[config.mk]
export PLATFORM = sky130hd
export DESIGN_NAME = ex_stage
export DESIGN_NICKNAME = d
export VERILOG_FILES = /design/src/rtl/riscv_pkg.sv /design/src/rtl/ex_alu.sv /design/src/rtl/ex_stage.sv
export SDC_FILE = /design/constraint.sdc
export NUM_CORES = 1
export LEC_CHECK = 0
export ABC_AREA = 1
export CAP_MARGIN = 30
export CORE_ASPECT_RATIO = 0.6
export CORE_MARGIN = 3
export CORE_UTILIZATION = 52
export CTS_CLUSTER_DIAMETER = 100
export CTS_CLUSTER_SIZE = 8
export DETAILED_ROUTE_END_ITERATION = 6
export GPL_TIMING_DRIVEN = 1
export PLACE_DENSITY = 0.87
export SLEW_MARGIN = 40
export SYNTH_ARGS = -nofsm -noshare
export SYNTH_HDL_FRONTEND = slang
export SYNTH_HIERARCHICAL = 1
export SYNTH_SLANG_ARGS = --single-unit
export TNS_END_PERCENT = 20
[constraint.sdc]
create_clock -name clk -period 4.4 [get_ports clk]
set_input_delay 0.88 -clock clk [delete_from_list [all_inputs] [get_ports clk]]
set_output_delay 0.88 -clock clk [all_outputs]
set_load 0.005 [all_outputs]
[src/rtl/riscv_pkg.sv]
// rtl/riscv_pkg.sv - shared ALU op codes, ID/EX control field positions and bubble constant
package riscv_pkg;

    localparam int XLEN = 32;

    typedef enum logic [2:0] {
        ALU_ADD  = 3'b000,
        ALU_SUB  = 3'b001,
        ALU_AND  = 3'b010,
        ALU_OR   = 3'b011,
        ALU_SLL  = 3'b100,
        ALU_SLT  = 3'b101,
        ALU_RSV6 = 3'b110,
        ALU_RSV7 = 3'b111
    } alu_op_e;

    // ctrl_ex bit positions: wb[8:6], mem[5:4], alu op[3:1], alu src[0]
    localparam int CTRL_REGWRITE = 8;
    localparam int CTRL_PC4SEL   = 7;
    localparam int CTRL_MEMTOREG = 6;
    localparam int CTRL_MEMREAD  = 5;
    localparam int CTRL_MEMWRITE = 4;
    localparam int CTRL_OP_HI    = 3;
    localparam int CTRL_OP_LO    = 1;
    localparam int CTRL_ALUSRC   = 0;

    // ctrl_mem bit positions: wb[4:2], mem[1:0]
    localparam int MEM_REGWRITE = 4;
    localparam int MEM_PC4SEL   = 3;
    localparam int MEM_MEMTOREG = 2;

    localparam logic [4:0] CTRL_BUBBLE = 5'b00000;

    function automatic logic [XLEN-1:0] sel_operand_b(input logic alusrc_imm,
                                                      input logic [XLEN-1:0] imm,
                                                      input logic [XLEN-1:0] rs2_val);
        return alusrc_imm ? imm : rs2_val;
    endfunction

endpackage

[src/rtl/ex_alu.sv]
// rtl/ex_alu.sv - combinational 32-bit ALU for the EX stage
module ex_alu
    import riscv_pkg::*;
(
    input  logic [2:0]      op,
    input  logic [XLEN-1:0] a,
    input  logic [XLEN-1:0] b,
    output logic [XLEN-1:0] result
);

    always_comb begin
        result = '0;
        case (alu_op_e'(op))
            ALU_ADD: result = a + b;
            ALU_SUB: result = a - b;
            ALU_AND: result = a & b;
            ALU_OR:  result = a | b;
            ALU_SLL: result = a << b[4:0];
            ALU_SLT: result = {{(XLEN-1){1'b0}}, ($signed(a) < $signed(b))};
            default: result = '0;
        endcase
    end

endmodule

[src/rtl/ex_stage.sv]
// rtl/ex_stage.sv - EX stage: operand select, ALU, EX/MEM register; optional EX_STAGE_FWD_EN forwarding
module ex_stage
    import riscv_pkg::*;
(
    input  logic            clk,
    input  logic            reset,
    input  logic            valid_ex,
    input  logic [8:0]      ctrl_ex,
    input  logic [XLEN-1:0] pc4_ex,
    input  logic [XLEN-1:0] r_data1,
    input  logic [XLEN-1:0] r_data2,
    input  logic [XLEN-1:0] extended,
    input  logic [XLEN-1:0] rd_ex,
    input  logic            stall,
    input  logic            flush,
`ifdef EX_STAGE_FWD_EN
    input  logic [4:0]      rs1_ex,
    input  logic [4:0]      rs2_ex,
    input  logic            op_write,
    input  logic [XLEN-1:0] write_addr,
    input  logic [XLEN-1:0] write_data,
`endif
    output logic [XLEN-1:0] alu_result_mem,
    output logic [XLEN-1:0] w_data_mem,
    output logic [XLEN-1:0] pc4_mem,
    output logic [4:0]      ctrl_mem,
    output logic [XLEN-1:0] rd_mem,
    output logic            valid_mem
);

    logic [XLEN-1:0] op_a;
    logic [XLEN-1:0] rs2_val;
    logic [XLEN-1:0] op_b;
    logic [XLEN-1:0] alu_result;
    logic            unused_rd_hi;

    assign unused_rd_hi = ^rd_ex[XLEN-1:5];

`ifdef EX_STAGE_FWD_EN
    logic            mem_fwd_ok;
    logic [XLEN-1:0] mem_fwd_val;
    logic            unused_wa_hi;

    assign unused_wa_hi = ^write_addr[XLEN-1:5];

    // A load in MEM has no value yet, so only non-memtoreg writers forward from MEM
    assign mem_fwd_ok  = valid_mem && ctrl_mem[MEM_REGWRITE] && !ctrl_mem[MEM_MEMTOREG];
    assign mem_fwd_val = ctrl_mem[MEM_PC4SEL] ? pc4_mem : alu_result_mem;

    always_comb begin
        op_a = r_data1;
        if (rs1_ex != 5'd0) begin
            if (mem_fwd_ok && (rd_mem[4:0] == rs1_ex))
                op_a = mem_fwd_val;
            else if (op_write && (write_addr[4:0] == rs1_ex))
                op_a = write_data;
        end
    end

    always_comb begin
        rs2_val = r_data2;
        if (rs2_ex != 5'd0) begin
            if (mem_fwd_ok && (rd_mem[4:0] == rs2_ex))
                rs2_val = mem_fwd_val;
            else if (op_write && (write_addr[4:0] == rs2_ex))
                rs2_val = write_data;
        end
    end
`else
    assign op_a    = r_data1;
    assign rs2_val = r_data2;
`endif

    assign op_b = sel_operand_b(ctrl_ex[CTRL_ALUSRC], extended, rs2_val);

    ex_alu u_alu (
        .op     (ctrl_ex[CTRL_OP_HI:CTRL_OP_LO]),
        .a      (op_a),
        .b      (op_b),
        .result (alu_result)
    );

    // Priority: reset, flush, stall, then load (an invalid load is a bubble)
    always_ff @(posedge clk) begin
        if (reset || flush || (!stall && !valid_ex)) begin
            alu_result_mem <= '0;
            w_data_mem     <= '0;
            pc4_mem        <= '0;
            ctrl_mem       <= CTRL_BUBBLE;
            rd_mem         <= '0;
            valid_mem      <= 1'b0;
        end else if (!stall) begin
            alu_result_mem <= alu_result;
            w_data_mem     <= rs2_val;
            pc4_mem        <= pc4_ex;
            ctrl_mem       <= ctrl_ex[CTRL_REGWRITE:CTRL_MEMWRITE];
            rd_mem         <= {{(XLEN-5){1'b0}}, rd_ex[4:0]};
            valid_mem      <= 1'b1;
        end
    end

endmodule

### After elaboration in Yosys (flattened, before gate mapping)

Index checks and enable logic that the tools add are counted.

| storage, ports and cells | value |
|---|---|
| memory bits (read-only) | 0 |
| output and inout port bits | 134 |
| bits in registers | 107 |
| memory bits (writable) | 0 |
| memories | 0 |
| logic and storage cells | 25 |
| latch bits | 0 |

| operators by class | value |
|---|---|
| eq/ne operators | 5 |
| muxes and demuxes | 2 |
| $mul | 0 |
| bitwise gates (word level) | 2 |
| reduce and logical (&&, ||, !) cells | 6 |
| shifts and indexed selects | 1 |
| add/subtract/negate cells | 2 |
| divide/modulo/power cells | 0 |
| $lt $le $gt $ge | 1 |

Operators with widths:

| cell | number |
|---|---|
| one-hot mux 32 bit (6 select lines) | 1 |
| adder 32 bit | 1 |
| AND 32 bit | 1 |
| less-than comparator 32 bit | 1 |
| 2-to-1 mux 32 bit | 1 |
| OR 32 bit | 1 |
| left shift 32 x 5 -> 32 bit | 1 |
| subtractor 32 bit | 1 |
| == test 3 x 2 -> 1 bit, second input constant | 2 |
| == test 3 bit, second input constant | 2 |
| == test 3 x 1 -> 1 bit, second input constant | 1 |
| zero test 3 bit | 1 |
| zero test 1 bit | 2 |
| logical OR 1 bit | 2 |
| logical AND 1 bit | 1 |

### Logic depth before layout (Yosys ltp)

| logic depth | value |
|---|---|
| depth in word-level cells | 3 |
| gate-level depth with buffers | 24 |
| depth with buffers taken out | 20 |

### Modules after synthesis

Netlist, hierarchy kept.

Modules (own cells, without submodules):

| module | cells each | instances | area an instance (um^2) |
|---|---|---|---|
| ex_alu | 1,634 | 1 | 7,840.0 |
| ex_stage | 884 | 1 | 5,295.1 |

### Worst setup path before layout

No wires, ideal clock.

| timing path | value |
|---|---|
| path type | input to register |
| from | input ctrl_ex[0] |
| to | register alu_result_mem[0] |
| stages | 23 |
| library setup time | 0.112 ns |
| path slack | 0.706 ns |
| data arrival time | 3.582 ns |
| cells stage by stage | buf_2 -> clkbuf_1 -> o21ai_0 -> clkinv_1 -> clkbuf_1 -> ha_1 -> buf_2 -> nor2_1 -> nand2_1 -> nand3_1 -> nand2_1 -> nand2_1 -> nand2_1 -> nand2_1 -> nand2_1 -> nand2_1 -> nand2_1 -> nand3_1 -> nand2_1 -> inv_1 -> nor2_1 -> nor2_1 -> nor2_1 |

| between the ends | value |
|---|---|
| word-level cells in the longest chain between the ends | 3 |
| elaborated cells on any way between the ends | 8 |

Ends and longest elaborated chain:

| element | RTL line | text |
|---|---|---|
| from (decl) | ex_stage.sv:8 | `input logic [8:0] ctrl_ex,` |
| 2-to-1 mux 32 bit (*) | riscv_pkg.sv:37 | `return alusrc_imm ? imm : rs2_val;` |
| net op_b[2] | ex_stage.sv:33 | `logic [XLEN-1:0] op_b;` |
| less-than comparator 32 bit / left shift 32 x 5 -> 32 bit (equally long branches) | ex_alu.sv:19, ex_alu.sv:18 |  |
| one-hot mux 32 bit (6 select lines) (*) | ex_alu.sv:13 | `case (alu_op_e'(op))` |
| net alu_result[0] | ex_stage.sv:34 | `logic [XLEN-1:0] alu_result;` |
| to (signal assigned) | ex_stage.sv:93 | `alu_result_mem <= alu_result;` |
| to (decl) | ex_stage.sv:23 | `output logic [XLEN-1:0] alu_result_mem,` |

Mark *: on every way through the listed nets, which the timed path passes. The rest lies on a longest branch.
A chain may end at the register's enable or synchronous reset.

### Final worst setup path

| timing path | value |
|---|---|
| from | input r_data2[4] |
| to | register alu_result_mem[9] |

| between the ends | value |
|---|---|
| word-level cells in the longest chain between the ends | 3 |
| elaborated cells on any way between the ends | 5 |

Ends and longest elaborated chain:

| element | RTL line | text |
|---|---|---|
| from (decl) | ex_stage.sv:11 | `input logic [XLEN-1:0] r_data2,` |
| 2-to-1 mux 32 bit (*) | riscv_pkg.sv:37 |  |
| net op_b[4] | ex_stage.sv:33 |  |
| subtractor 32 bit, or another cell as far along | ex_alu.sv:15 | `ALU_SUB: result = a - b;` |
| one-hot mux 32 bit (6 select lines) (*) | ex_alu.sv:13 |  |
| net alu_result[9] | ex_stage.sv:34 |  |

Marks and branches as above.

==> run summary <==
Status -> finished with violations
Failing checks -> design-rule violations
Worst Hold Launch -> valid_mem
Register bit total from synthesis -> 107
Post-DRT Antenna Nets -> 0
RePlAce Congestion -> 1.08
Pre-CTS WS -> 203 ps
Via-to-Cell Ratio -> 5.33
Setup violations, final -> 0
H-tree Lvls -> 3
Crit path max fanout -> 5
Routed WL -> 56,300 um
Port bufs -> 253
Vias in the first global route -> 14,800
Initial DRC count -> 1,982
WS Path Type -> in2reg
Slew HR -> 0.522
Hold-fix buffers, CTS -> 0
Clock transition at path regs -> 80 ps
Initial core utilization -> 0.536
Initial antenna violation count -> 1
Simple-gate share of the synthesized area -> 0.447
Layout cells sized above 1 -> 0.0413
Power Density -> 222 mW/mm2
Clk buf depth -> 2
Routed len/inst -> 18.3 um
Critical Path AT -> 4220 ps
Remaining routing DRC violations -> 5
Final Hold Vio Count -> 0
Grt ovf -> 0
Worst VDD drop -> 0.191 mV
Cts repair resizes -> 0
Final Max Slew Viols -> 0
Final worst setup slack -> 430 ps
# clock sinks -> 107
Final net count -> 3,031
Synthesized instance count -> 2,518
DIE AREA -> 0.0273 mm2
Synth Area in XOR/XNOR -> 0.000667
Setup crit end kind -> flop
Synth cell types -> 38
# IOs -> 308
Average size of a mapped cell -> 5.22 um2
Area delta synth->final -> 24.4%
Number of core rows -> 44
Total CTS buffers -> 9
Setup TNS -> 0 ps
Setup Buffers After CTS -> 0
Post-synthesis sequential area ratio -> 0.163
Clk_skew -> 0 ps
Worst R2R Path Depth -> 4
Least-Margin Pin Slew -> 710 ps
Synth warn -> 6
Core area -> 0.0245 mm2
Worst skew pair latency -> 370 ps
Synth Area in Adders -> 0.100
Post-synthesis mux area share -> 0
R2r setup slk -> 3600 ps
Largest family of logic cells by synthesized area -> simple AND/OR/NAND/NOR gates
Worst Hold Path Cells -> 2
Reg-to-reg critical path endpoint -> ctrl_mem[3]
Final period util -> 0.902
Root buf cell -> clkbuf_16
Die Height -> 129 um
Post-Synthesis Cell Area -> 0.0131 mm2
Detailed-route via count -> 16,400
Synth Area in Compound Gates -> 0.0863
Hpwl dp -> 46,500 um
Max Cap Viol -> 0
Shortest period the worst path allows -> 3970 ps
Hold EP -> valid_mem
RSZ-0062 raised after global routing -> no
Crit path required time -> 4650 ps
CTS tree -> yes
Fmax -> 252 MHz
Total track usage -> 0.399
Leakage power total -> 9.35 nW
Antenna cells -> 0
DRT Pass-1 Iters -> 7
Worst min path class -> reg2reg
Worst R2R Start -> ctrl_mem[3]
Largest net degree at the start of global routing -> 92
Global-route wire length before repair -> 83,100 um
Die Width -> 211 um
Startpoint types -> input port
==> final cells by class <==
class | instances | area, um2
inverters | 514 | 1930
well taps | 322 | 403
clock buffers | 9 | 225
multi-input cells | 1794 | 8460
repair buffers | 327 | 3110
fillers | 2288 | 8160
flip-flops and latches | 107 | 2140
clock inverters | 7 | 70.1
==> power breakdown <==
part	switching (W)	internal, W	total [W]
clock network	0.000429	0.000398	0.000828
registers	0.0000140	0.000994	0.00101
logic	0.00117	0.000618	0.00179
total	0.00162	0.00201	0.00363
==> per-layer routing <==
metal | vias to the layer above | GRT usage | part of all wire | wire [um]
met3 | 120 | 0.132 | 0.14 | 7640
li1 | 7968 | - | - | -
met2 | 929 | 0.583 | 0.41 | 22900
met5 | - | 0 | 0.00030 | 17
met4 | 2 | 0.120 | 0.031 | 1740
met1 | 7396 | 0.557 | 0.43 | 23900
==> cell families (layout without fill, tap and decap cells) <==
| logic type | after synthesis | count (layout) |
|---|---|---|
| AOI/OAI and AO/OA | 212 | 212 |
| xor gates and xnor gates | 1 | 1 |
| adders and majority gates | 104 | 104 |
| buffers and inverters | 643 | 857 |
| DFF | 107 | 107 |
| other | 1 | 27 |
| and+or+nand+nor | 1450 | 1450 |
==> worst max-delay path by stage <==
| stage | from | end | slack, ps | cells past startpoint |
|---|---|---|---|---|
| 6_report | r_data2[4] | alu_result_mem[9] | 430 | 19 |
| 3_3_place_gp | r_data2[23] | alu_result_mem[28] | 260 | 18 |
| 5_1_grt | r_data2[5] | alu_result_mem[23] | 300 | 20 |
| 3_5_place_dp | r_data2[5] | alu_result_mem[23] | 200 | 20 |
| 4_1_cts | r_data2[5] | alu_result_mem[23] | 600 | 20 |
| 2_1_floorplan | ctrl_ex[0] | alu_result_mem[0] | 710 | 23 |
==> registers in the layout (all words and copies together), names as in the netlist <==
name,count
alu_result_mem,32
pc4_mem,32
w_data_mem,32
ctrl_mem,5
rd_mem,5
valid_mem,1
==> critical path: stages <==
cell and delay, ps:
clkdlybuf4s50_1 450, inv_1 40, o21ai_0 290, inv_1 120, ha_1 400, inv_1 80, nand2_1 60, nand2_1 80
inv_1 80, nand3_1 290, nand2_1 140, nand2_1 130, buf_4 160, o21ai_1 370, nand4_1 310, inv_1 120
nor2_1 40, nor2_1 120, nor2_1 50
==> cell usage after synthesis <==
cell type / count / area share
o21bai_1: 8 / 0.0046
nand4_1: 22 / 0.010
ha_1: 102 / 0.097
buf_6: 4 / 0.0034
and3_1: 5 / 0.0024
or2_2: 4 / 0.0019
clkbuf_1: 22 / 0.0063
nand2_1: 688 / 0.20
nor2_1: 477 / 0.14
a221oi_1: 1 / 0.00067
a21boi_1: 2 / 0.0011
conb_1: 1 / 0.00029
o2111ai_1: 4 / 0.0027
inv_2: 9 / 0.0026
nor3_1: 13 / 0.0050
nand2_2: 1 / 0.00048
o21a_1: 1 / 0.00057
nand3_1: 228 / 0.087
nand3b_1: 6 / 0.0034
buf_4: 39 / 0.022
nor3_2: 1 / 0.00076
o211ai_1: 6 / 0.0034
o21ai_0: 76 / 0.029
a21oi_1: 82 / 0.031
o22ai_1: 3 / 0.0014
xor2_1: 1 / 0.00067
fa_1: 2 / 0.0030
nor2_2: 2 / 0.00095
clkbuf_2: 1 / 0.00038
nor4_1: 2 / 0.00095
clkinv_1: 6 / 0.0017
dfxtp_1: 107 / 0.16
inv_1: 499 / 0.14
buf_2: 59 / 0.022
a21boi_0: 3 / 0.0017
and2_1: 1 / 0.00048
buf_1: 4 / 0.0011
o21ai_1: 26 / 0.0099
==> per-stage QoR <==
step | cells | area, um2 | hold WS, ps | total power, W | utilization
2_1_floorplan | 2544 | 13200 | 475 | 0.00206 | -
3_3_place_gp | 3064 | 16000 | 466 | 0.00271 | 0.655
3_5_place_dp | 3064 | 16000 | 511 | 0.00274 | 0.655
4_1_cts | 3080 | 16300 | 531 | 0.00356 | 0.667
5_1_grt | 3080 | 16300 | 578 | 0.00381 | 0.667
6_report | 3080 | 16300 | 544 | 0.00363 | 0.667
==> layout by cell type, fill, tap and decap left out, drive strengths merged <==
cell / instances
a21boi: 5
a21oi: 82
a221oi: 1
and2: 1
and3: 5
buf: 76
clkbuf: 9
clkdlybuf4s50: 251
clkinv: 10
clkinvlp: 1
conb: 27
dfxtp: 107
fa: 2
ha: 102
inv: 510
nand2: 689
nand3: 228
nand3b: 6
nand4: 22
nor2: 479
nor3: 14
nor4: 2
o2111ai: 4
o211ai: 6
o21a: 1
o21ai: 102
o21bai: 8
o22ai: 3
or2: 4
xor2: 1
No activity file was read; power rests on OpenSTA's default activity.
